--- src/rtl/snn_pkg.sv ---
// Shared constants and saturating helpers for the spiking layer.
// Saturation width is passed at call time so one helper fits every register.
package snn_pkg;

  localparam int N_PRE_D      = 4;
  localparam int W_WIDTH_D    = 8;
  localparam int V_WIDTH_D    = 8;
  localparam int THRESH_D     = 200;
  localparam int LEAK_SHIFT_D = 3;
  localparam int REFRAC_D     = 2;
  localparam int T_WIDTH_D    = 4;
  localparam int T_WIN_D      = 8;
  localparam int A_PLUS_D     = 4;
  localparam int A_MINUS_D    = 2;
  localparam int W_INIT_D     = 64;

  function automatic logic [31:0] sat_add(
    input logic [31:0] a,
    input logic [31:0] b,
    input int unsigned w
  );
    logic [32:0] s;
    logic [32:0] m;
    s = {1'b0, a} + {1'b0, b};
    m = (33'd1 << w) - 33'd1;
    return (s > m) ? m[31:0] : s[31:0];
  endfunction

  function automatic logic [31:0] sat_sub(
    input logic [31:0] a,
    input logic [31:0] b,
    input int unsigned w
  );
    logic [32:0] m;
    logic [31:0] d;
    m = (33'd1 << w) - 33'd1;
    d = (a > b) ? a - b : 32'd0;
    return d & m[31:0];
  endfunction

endpackage

--- src/rtl/stdp_synapse.sv ---
// One plastic synapse: weight register, pre-spike timer and
// host-write > LTP > LTD update priority.
module stdp_synapse
  import snn_pkg::*;
#(
  parameter int W_WIDTH = W_WIDTH_D,
  parameter int T_WIDTH = T_WIDTH_D,
  parameter int T_WIN   = T_WIN_D,
  parameter int A_PLUS  = A_PLUS_D,
  parameter int A_MINUS = A_MINUS_D,
  parameter int W_INIT  = W_INIT_D
) (
  input  logic               clk,
  input  logic               rst,
  input  logic               pre_spike,
  input  logic               post_spike,
  input  logic               post_near,
  input  logic               learn_en,
  input  logic               wr_en,
  input  logic [W_WIDTH-1:0] wr_data,
  output logic [W_WIDTH-1:0] weight
);

  localparam logic [T_WIDTH-1:0] T_MAX = '1;

  logic [T_WIDTH-1:0] timer_q;
  logic [W_WIDTH-1:0] w_q;
  logic [W_WIDTH-1:0] w_nxt;
  logic               ltp;
  logic               ltd;

  assign ltp = learn_en && post_spike
            && (timer_q < T_WIDTH'(T_WIN));
  // A pre spike coinciding with the post spike is causal, never LTD.
  assign ltd = learn_en && pre_spike
            && post_near && !post_spike;

  always_comb begin
    w_nxt = w_q;
    if (wr_en) begin
      w_nxt = wr_data;
    end else if (ltp) begin
      w_nxt = W_WIDTH'(sat_add(32'(w_q),
        32'(A_PLUS), W_WIDTH));
    end else if (ltd) begin
      w_nxt = W_WIDTH'(sat_sub(32'(w_q),
        32'(A_MINUS), W_WIDTH));
    end
  end

  always_ff @(posedge clk) begin
    if (rst) begin
      w_q     <= W_WIDTH'(W_INIT);
      timer_q <= T_MAX;
    end else begin
      w_q <= w_nxt;
      if (pre_spike) begin
        timer_q <= '0;
      end else if (timer_q != T_MAX) begin
        timer_q <= timer_q + T_WIDTH'(1);
      end
    end
  end

  assign weight = w_q;

endmodule

--- src/rtl/stdp_layer.sv ---
// N-input LIF neuron with per-synapse pair-based STDP,
// refractory period and a host weight port.
module stdp_layer
  import snn_pkg::*;
#(
  parameter int N_PRE      = N_PRE_D,
  parameter int W_WIDTH    = W_WIDTH_D,
  parameter int V_WIDTH    = V_WIDTH_D,
  parameter int THRESH     = THRESH_D,
  parameter int LEAK_SHIFT = LEAK_SHIFT_D,
  parameter int REFRAC     = REFRAC_D,
  parameter int T_WIDTH    = T_WIDTH_D,
  parameter int T_WIN      = T_WIN_D,
  parameter int A_PLUS     = A_PLUS_D,
  parameter int A_MINUS    = A_MINUS_D,
  parameter int W_INIT     = W_INIT_D,
  localparam int A_W = (N_PRE > 1) ? $clog2(N_PRE) : 1
) (
  input  logic               clk,
  input  logic               rst,
  input  logic [N_PRE-1:0]   pre_spike,
  input  logic               learn_en,
  input  logic               w_wr_en,
  input  logic [A_W-1:0]     w_addr,
  input  logic [W_WIDTH-1:0] w_wr_data,
  output logic [W_WIDTH-1:0] w_rd_data,
  output logic               post_spike,
  output logic [V_WIDTH-1:0] post_state
);

  localparam int S_W = V_WIDTH + W_WIDTH + A_W;
  localparam int R_W = (REFRAC > 0) ? $clog2(REFRAC + 1) : 1;
  localparam logic [T_WIDTH-1:0] T_MAX = '1;
  localparam logic [S_W-1:0] V_MAX =
    {{(S_W-V_WIDTH){1'b0}}, {V_WIDTH{1'b1}}};

  logic [W_WIDTH-1:0] w_arr [N_PRE];
  logic [V_WIDTH-1:0] v_q;
  logic               spike_q;
  logic [R_W-1:0]     rc_q;
  logic [T_WIDTH-1:0] pt_q;
  logic [S_W-1:0]     sum;
  logic               post_near;

  assign post_near = pt_q < T_WIDTH'(T_WIN);

  for (genvar i = 0; i < N_PRE; i++) begin : g_syn
    stdp_synapse #(
      .W_WIDTH (W_WIDTH),
      .T_WIDTH (T_WIDTH),
      .T_WIN   (T_WIN),
      .A_PLUS  (A_PLUS),
      .A_MINUS (A_MINUS),
      .W_INIT  (W_INIT)
    ) u_syn (
      .clk        (clk),
      .rst        (rst),
      .pre_spike  (pre_spike[i]),
      .post_spike (spike_q),
      .post_near  (post_near),
      .learn_en   (learn_en),
      .wr_en      (w_wr_en && (w_addr == A_W'(i))),
      .wr_data    (w_wr_data),
      .weight     (w_arr[i])
    );
  end

  always_comb begin
    sum = S_W'(v_q) - S_W'(v_q >> LEAK_SHIFT);
    for (int i = 0; i < N_PRE; i++) begin
      if (pre_spike[i]) sum = sum + S_W'(w_arr[i]);
    end
  end

  always_ff @(posedge clk) begin
    if (rst) begin
      v_q     <= '0;
      spike_q <= 1'b0;
      rc_q    <= '0;
      pt_q    <= T_MAX;
    end else begin
      if (spike_q) begin
        pt_q <= '0;
      end else if (pt_q != T_MAX) begin
        pt_q <= pt_q + T_WIDTH'(1);
      end
      if (rc_q != '0) begin
        v_q     <= '0;
        spike_q <= 1'b0;
        rc_q    <= rc_q - R_W'(1);
      end else if (sum >= S_W'(THRESH)) begin
        v_q     <= '0;
        spike_q <= 1'b1;
        rc_q    <= R_W'(REFRAC);
      end else begin
        spike_q <= 1'b0;
        v_q <= (sum > V_MAX) ? '1
             : sum[V_WIDTH-1:0];
      end
    end
  end

  always_comb begin
    w_rd_data = '0;
    if (int'(w_addr) < N_PRE) w_rd_data = w_arr[w_addr];
  end

  assign post_spike = spike_q;
  assign post_state = v_q;

endmodule
--- config.mk ---
export PLATFORM = sky130hd
export DESIGN_NAME = stdp_layer
export DESIGN_NICKNAME = d
export VERILOG_FILES = /design/src/rtl/snn_pkg.sv /design/src/rtl/stdp_synapse.sv /design/src/rtl/stdp_layer.sv
export SDC_FILE = /design/constraint.sdc
export NUM_CORES = 1
export LEC_CHECK = 0
export ABC_AREA = 1
export ABC_CLOCK_PERIOD_IN_PS = 13200
export CAP_MARGIN = 20
export CORE_ASPECT_RATIO = 2
export CORE_UTILIZATION = 40
export CTS_CLUSTER_DIAMETER = 50
export DETAILED_ROUTE_END_ITERATION = 10
export GPL_TIMING_DRIVEN = 0
export PLACE_DENSITY_LB_ADDON = 0.08
export SLEW_MARGIN = 40
export SYNTH_ARGS = -nofsm -noshare
export SYNTH_HDL_FRONTEND = slang
export SYNTH_SLANG_ARGS = --single-unit
export TNS_END_PERCENT = 10
--- constraint.sdc ---
create_clock -name clk -period 13.2 [get_ports clk]
set_clock_uncertainty 0.2 [all_clocks]
set_input_delay 2.64 -clock clk [delete_from_list [all_inputs] [get_ports clk]]
set_output_delay 2.64 -clock clk [all_outputs]
set_load 0.005 [all_outputs]
# After elaboration in Yosys (flattened, before gate mapping)
# Index checks and enable logic that the tools add are counted.
# op_classes
n_addsub	19
order_cmp	16
eq_ne	8
muxes	41
bitwise_logic	1
n_reduce_logical	36
# op_table
operator	n
two-way mux 8 bit	23
two-way mux 18 bit	4
adder 18 x 8 -> 18 bit	3
two-way mux 4 bit	10
adder 8 x 3 -> 9 bit, second input constant	4
greater-than comparator 9 x 8 -> 1 bit, second input constant	4
greater-than comparator 8 x 2 -> 1 bit, second input constant	4
subtractor 8 x 2 -> 8 bit, second input constant	4
logical AND 1 bit	21
adder 4 x 1 -> 4 bit, second input constant	5
< comparator 4 bit, second input constant	5
inequality test 4 bit, second input constant	5
>= comparator 18 x 8 -> 1 bit, second input constant	1
greater-than comparator 18 x 8 -> 1 bit, second input constant	1
binary-select mux 8 bit (select 2 bit)	1
nonzero test 2 bit	7
nonzero test 3 bit	4
adder 9 x 9 -> 10 bit	1
subtractor 8 x 5 -> 9 bit	1
equality test 2 bit, second input constant	2
two-way mux 2 bit	2
>= comparator 3 bit, second input constant	1
NOT 2 -> 3 bit	1
OR reduction 3 bit	1
other kinds (6)	6
# totals
register_bits	63
output_inout_bits	17
wordCells	133

# Longest topological paths before layout
# Gate-level depths: netlist (run 1).
# logic_depth
word_depth	12
ltp_mapped	46

# Hierarchy
# A second synthesis (run 1) with hierarchy kept.
# unflattened
cells_unflattened	1211
area_unflattened_um2	7494.7
# by_module_without_submodules
module	n_inst	cells_each	area_per_inst_um2
stdp_synapse	4	169	1071.0
stdp_layer	1	535	3210.6

# Worst setup path after synthesis (run 1)
# OpenSTA, ideal clock, no wires.
# synth_path
kind	input -> register
from	input pre_spike[0]
to	register rc_q[0]
setup_ps	113
arrival_time_ps	6659
required_time_ps	12887
path_slack_ps	6228
cell_stages	30
cell_sequence	inv_1 > clkbuf_1 > nand2_1 > o21ai_0 > inv_1 > fa_1 > xor2_1 > o21ai_0 > ha_1 > a21oi_1 > nand2_1 > a21oi_1 > nor2_1 > nor2_1 > xnor2_1 > nand2_1 > nand2_1 > ha_1 > nand2_1 > o21ai_0 > o21ai_0 > o21a_1 > nor2_1 > nand3_1 > nand2_1 > nand3_4 > nor2_8 > nand4_2 > nor2_1 > nor2_1
# synth_between
elab_chain_len	9
# synth_rtl
element	line_no	text
start: declaration	stdp_layer.sv:21	input logic [N_PRE-1:0] pre_spike,
two-way mux 18 bit *	stdp_layer.sv:71	if (pre_spike[i]) sum = sum + S_W'(w_arr[i]);
adder 18 x 8 -> 18 bit	stdp_layer.sv:71	
two-way mux 18 bit *	stdp_layer.sv:71	
adder 18 x 8 -> 18 bit	stdp_layer.sv:71	
two-way mux 18 bit *	stdp_layer.sv:71	
adder 18 x 8 -> 18 bit	stdp_layer.sv:71	
two-way mux 18 bit *	stdp_layer.sv:71	
>= comparator 18 x 8 -> 1 bit *	stdp_layer.sv:91	end else if (sum >= S_W'(THRESH)) begin
nonzero test 2 bit (no source line) *	--	
end signal: assignment	stdp_layer.sv:90	rc_q <= rc_q - R_W'(1);
end signal: assignment	stdp_layer.sv:94	rc_q <= R_W'(REFRAC);
end: declaration	stdp_layer.sv:40	logic [R_W-1:0] rc_q;
# Every way passes the cells marked *; elsewhere a longest branch is shown, timed or not.
# A chain may end at the register's enable or synchronous reset.

# Worst setup path in the final report (run 1)
# layout_path
from	input pre_spike[0]
to	register v_q[1] (netlist: post_state[1])
# layout_between
elab_chain_len	9
elab_cells_between_ends	11
cone_classes	add/sub (3); order compare (2); mux (5); reduce/logical (1)
# layout_rtl
element	line_no	text
two-way mux 18 bit *	stdp_layer.sv:71	
adder 18 x 8 -> 18 bit	stdp_layer.sv:71	
two-way mux 18 bit *	stdp_layer.sv:71	
adder 18 x 8 -> 18 bit	stdp_layer.sv:71	
two-way mux 18 bit *	stdp_layer.sv:71	
adder 18 x 8 -> 18 bit	stdp_layer.sv:71	
two-way mux 18 bit *	stdp_layer.sv:71	
>= comparator 18 x 8 -> 1 bit / greater-than comparator 18 x 8 -> 1 bit (equally long branches)	stdp_layer.sv:91, stdp_layer.sv:97	
OR reduction 3 bit (no source line) / two-way mux 8 bit (equally long branches)	--	
end signal: assignment	stdp_layer.sv:97	v_q <= (sum > V_MAX) ? '1
end: declaration	stdp_layer.sv:38	logic [V_WIDTH-1:0] v_q;
# Marked as above.

==> results_tabular.tex, run 1 <==
\begin{tabular}{lr}
\hline
Metric & Value \\
\hline
\multicolumn{2}{l}{\textbf{Finish}} \\
Number of nets in the layout & about 1100 \\
Ratio of cells with drive above 1 in the final layout & approximately 4.7\% \\
Post-route core utilization & 46.3\% \\
Layout filler cell count & 1763 \\
Antenna diode instance count & 0 \\
Layout Area Growth over Synthesis & 13.4\% \\
\multicolumn{2}{l}{\textbf{Place}} \\
Port buffer count & 34 \\
Placer Congestion & between 0.9 and 1 \\
Post-DP HPWL & around 19000 um \\
\multicolumn{2}{l}{\textbf{Clock network}} \\
Longest Clk Path Bufs & 2 \\
Sink count of the clock tree & 63 \\
Clock slew at reported path FFs & roughly 60 ps \\
H-tree level count & 3 \\
Insertion delay of the later-clocked pin in the worst-skew pair & roughly 350 ps \\
CTS resizes & 0 \\
Hold-fix buffers at CTS & 0 \\
CTS root buf & clkbuf\_16 \\
Total clock buffers created by CTS & 9 \\
Setup Buffers After CTS & 0 \\
Clock tree from TritonCTS & built \\
\multicolumn{2}{l}{\textbf{GRT}} \\
Routing usage on met1 & roughly a quarter \\
Met2 Usage GRT & $\sim$55\% \\
Layer carrying the most global-route usage & met2 \\
First-pass GRT wire length & $\sim$36000 um \\
Via count of the first global-routing pass & between 7000 and 8000 \\
Overflow left after global routing & 0 \\
Largest net degree at the start of global routing & 11 \\
Total track usage & between 20\% and 30\% \\
Antenna violations before repair & 0 \\
GR Util met3 & under 10\% \\
\multicolumn{2}{l}{\textbf{Critical path}} \\
Capturing element type of the critical path & flop \\
Endpoint of the worst register-to-register path & post\_state[1] \\
Reg2Reg Depth & 31 \\
Peak fanout along the critical path & 10 \\
Worst-case register-to-register setup slack & 6180 ps \\
Slowest stage cell, crit path & clkdlybuf4s50\_1 \\
Worst Path Required & between 10000 and 15000 ps \\
Class of the most critical setup path & in -> reg \\
Launching element type of the critical path & input port \\
Max incr delay on CP & roughly 560 ps \\
Arrival @ worst endpoint & between 8000 and 9000 ps \\
Reg-to-Reg Start & post\_state[3] \\
Cell mode on critical path & nand2\_1 \\
\multicolumn{2}{l}{\textbf{Outcome}} \\
Result of the run & completed \\
\multicolumn{2}{l}{\textbf{Synthesis}} \\
Fraction of the yosys area taken by sequential cells & a little under a fifth \\
Cell type with the largest total area after synthesis & dfxtp\_1 \\
\#FFs+latches synth & 63 \\
Async set-reset flop share out of synthesis & 0\% \\
Leading cell types by total area after synthesis & dfxtp\_1 (19\%), ha\_1 (13\%), nand2\_1 (12\%) \\
Cell area after technology mapping & about 6600 um2 \\
Number of cells produced by synthesis & approximately 1000 \\
Net count after synthesis & between 1000 and 1500 \\
EDFF count, synth & 0 \\
Synth Warn \# & 0 \\
Post-synthesis area per instance & $\sim$6.7 um2 \\
Proportion of netlist area held by the largest area contributor & a little under a fifth \\
Post-synth top flop & dfxtp\_1 \\
Top-count cell post-synth & nand2\_1 \\
Post-synth top cells & nand2\_1 (209), inv\_1 (141), nor2\_1 (79) \\
Synth cell types & 51 \\
\multicolumn{2}{l}{\textbf{Die}} \\
Area of the die & $\sim$17000 um2 \\
Floorplan die height & 184 um \\
Placement row count & 66 \\
I/O pins & 35 \\
Horiz. Die Dim & 93.1 um \\
Area inside the core boundary & 16300 um2 \\
Starting density of the core & 40.8\% \\
\multicolumn{2}{l}{\textbf{Worst hold path}} \\
Worst min-delay path class & reg -> reg \\
Worst-case hold path end point & rc\_q[0] \\
Worst Hold Depth & 2 \\
Worst Min Path Start & rc\_q[0] \\
\multicolumn{2}{l}{\textbf{Route}} \\
Vias per inst & between 5 and 6 \\
DRC violations left & 0 \\
Number of nets still failing antenna checks after routing & 0 \\
Routed length per instance & roughly 19 um \\
Number of vias after detailed routing & about 7000 \\
First-pass DRT Iterations & 5 \\
Initial DRC Count & $\sim$270 \\
Drt total wl & between 20000 and 25000 um \\
\multicolumn{2}{l}{\textbf{STA}} \\
Setup TNS & 0 ps \\
Tightest slew margin relative to the limit & a little under half \\
Max Clock Freq & between 100 and 150 MHz \\
Slew @ Worst Pin & around 800 ps \\
Minimum clock period after layout & $\sim$8500 ps \\
Final hold viol count & 0 \\
Finish-stage setup viols & 0 \\
Period utilisation layout & between 60 and 70\% \\
Unrepaired setup endpoints after global routing & false \\
Count of pins over their slew limit & 0 \\
\multicolumn{2}{l}{\textbf{Run}} \\
Max-capacitance violation count & 0 \\
\multicolumn{2}{l}{\textbf{Power}} \\
Peak supply drop & 0.117 mV \\
P\_leak & roughly 0.0037 uW \\
Power density over the cells & around 300 nW/um2 \\
\hline
\end{tabular}
[worst max-delay path, delay by kind of cell]
| kind | cells | cell delay [ps] |
|---|---|---|
| adder cells (fa/ha/maj) | 3 | 1180 |
| AND/OR/NAND/NOR | 13 | 1750 |
| XOR/XNOR | 2 | 230 |
| AO/OA/AOI/OAI | 7 | 1650 |
| buffers and inverters | 4 | 1070 |
[cell usage in the layout, fill, tap and decap left out, types with 4 or more instances in the layout]
cell,netlist,final
xnor2_1,13,13
ha_1,68,68
nand4_1,23,23
xor2_1,46,46
o21ai_1,4,4
o22ai_1,4,4
clkbuf_1,14,15
a221oi_1,18,18
o211ai_1,20,20
nand3b_1,7,7
clkbuf_16,0,9
dfxtp_1,63,63
nor3_1,11,11
nor2_1,79,79
o21ai_0,53,53
nand2_1,209,209
clkdlybuf4s50_1,0,34
fa_1,5,5
a31oi_1,20,20
a211oi_1,4,4
a21oi_1,39,39
a22oi_1,11,11
inv_2,4,4
nand2_2,10,10
inv_1,141,141
o221ai_1,10,10
nand3_1,77,77
[flip-flops by register name, indices dropped and copies added, names as in the netlist]
name and count:
g_syn.u_syn.timer_q 16, g_syn.u_syn.weight 32, post_spike 1, post_state 8, pt_q 4, rc_q 2
[how the worst max path moves through the flow]
| stage | startpoint | endpoint | slack, ps | cells past startpoint |
|---|---|---|---|---|
| 4_1_cts | pre_spike[0] | post_state[1] | 4690 | 29 |
| 3_5_place_dp | pre_spike[0] | post_state[1] | 4350 | 29 |
| 3_3_place_gp | pre_spike[0] | post_state[1] | 4380 | 29 |
| 5_1_grt | pre_spike[0] | post_state[1] | 4430 | 29 |
| 6_report | pre_spike[0] | post_state[1] | 4690 | 29 |
| 2_1_floorplan | pre_spike[0] | rc_q[0] | 6230 | 30 |
[stage by stage]
stage | instance area, um2 | hold slack (ps) | total power [uW] | setup WS, ps | cells
CTS | 7530 | 294 | 2270 | 4690 | 1253
global route | 7530 | 315 | 2510 | 4430 | 1253
global placement | 7240 | 268 | 2000 | 4380 | 1237
floorplan | 6650 | 255 | 1630 | 6230 | 999
finish | 7530 | 285 | 2270 | 4690 | 1253
detailed placement | 7240 | 280 | 2010 | 4350 | 1237
[where the power goes]
group / switching [uW] / total [uW] / internal [uW]
Sequential: 56.6 / 288 / 232
Combinational: 1100 / 1730 / 630
Clock: 101 / 252 / 151
Total: 1250 / 2270 / 1010
[layout make-up]
class | count | area, um2 | area share [%]
timing repair buffer | 34 | 340 | 4.52
clock buffer | 12 | 246 | 3.27
multi-input combinational | 770 | 4750 | 63.0
clock inverter | 4 | 45.0 | 0.598
buffer | 19 | 83.8 | 1.11
tap | 204 | 255 | 3.39
inverter | 147 | 552 | 7.32
sequential | 63 | 1260 | 16.7
[logic make-up after synthesis]
family                   share of synthesized area (%)
XOR/XNOR                                          7.78
flip-flops                                        19.0
AND/OR/NAND/NOR                                   29.4
multiplexers                                     0.151
adder cells (fa/ha/maj)                           14.3
AO/OA/AOI/OAI                                     19.8
buffers and inverters                             9.55
[per-layer routing]
metal	vias up	wire, um
li1	3503	-
met2	166	12700
met5	-	0
met3	73	701
met4	0	1570
met1	3245	8460
Power figures use the tool's default switching activity.
==> inputs of run 2 (changes only) <==
Settings changed: ABC_CLOCK_PERIOD_IN_PS 13200 to 7800.
Clock period 13.2 ns to 7.8 ns, I/O delays scaled along.
==> results of run 2 <==
Same layout as run 1 (identical final DEF). Status: completed.
Main changes from that run: setup slack after placement 4350 ps -> 32.3 ps; setup slack after layout 4690 ps -> 366 ps; register-to-register setup slack 6180 ps -> 780 ps; total power 2270 uW -> 3830 uW; worst IR drop on VDD 0.117 mV -> 0.198 mV
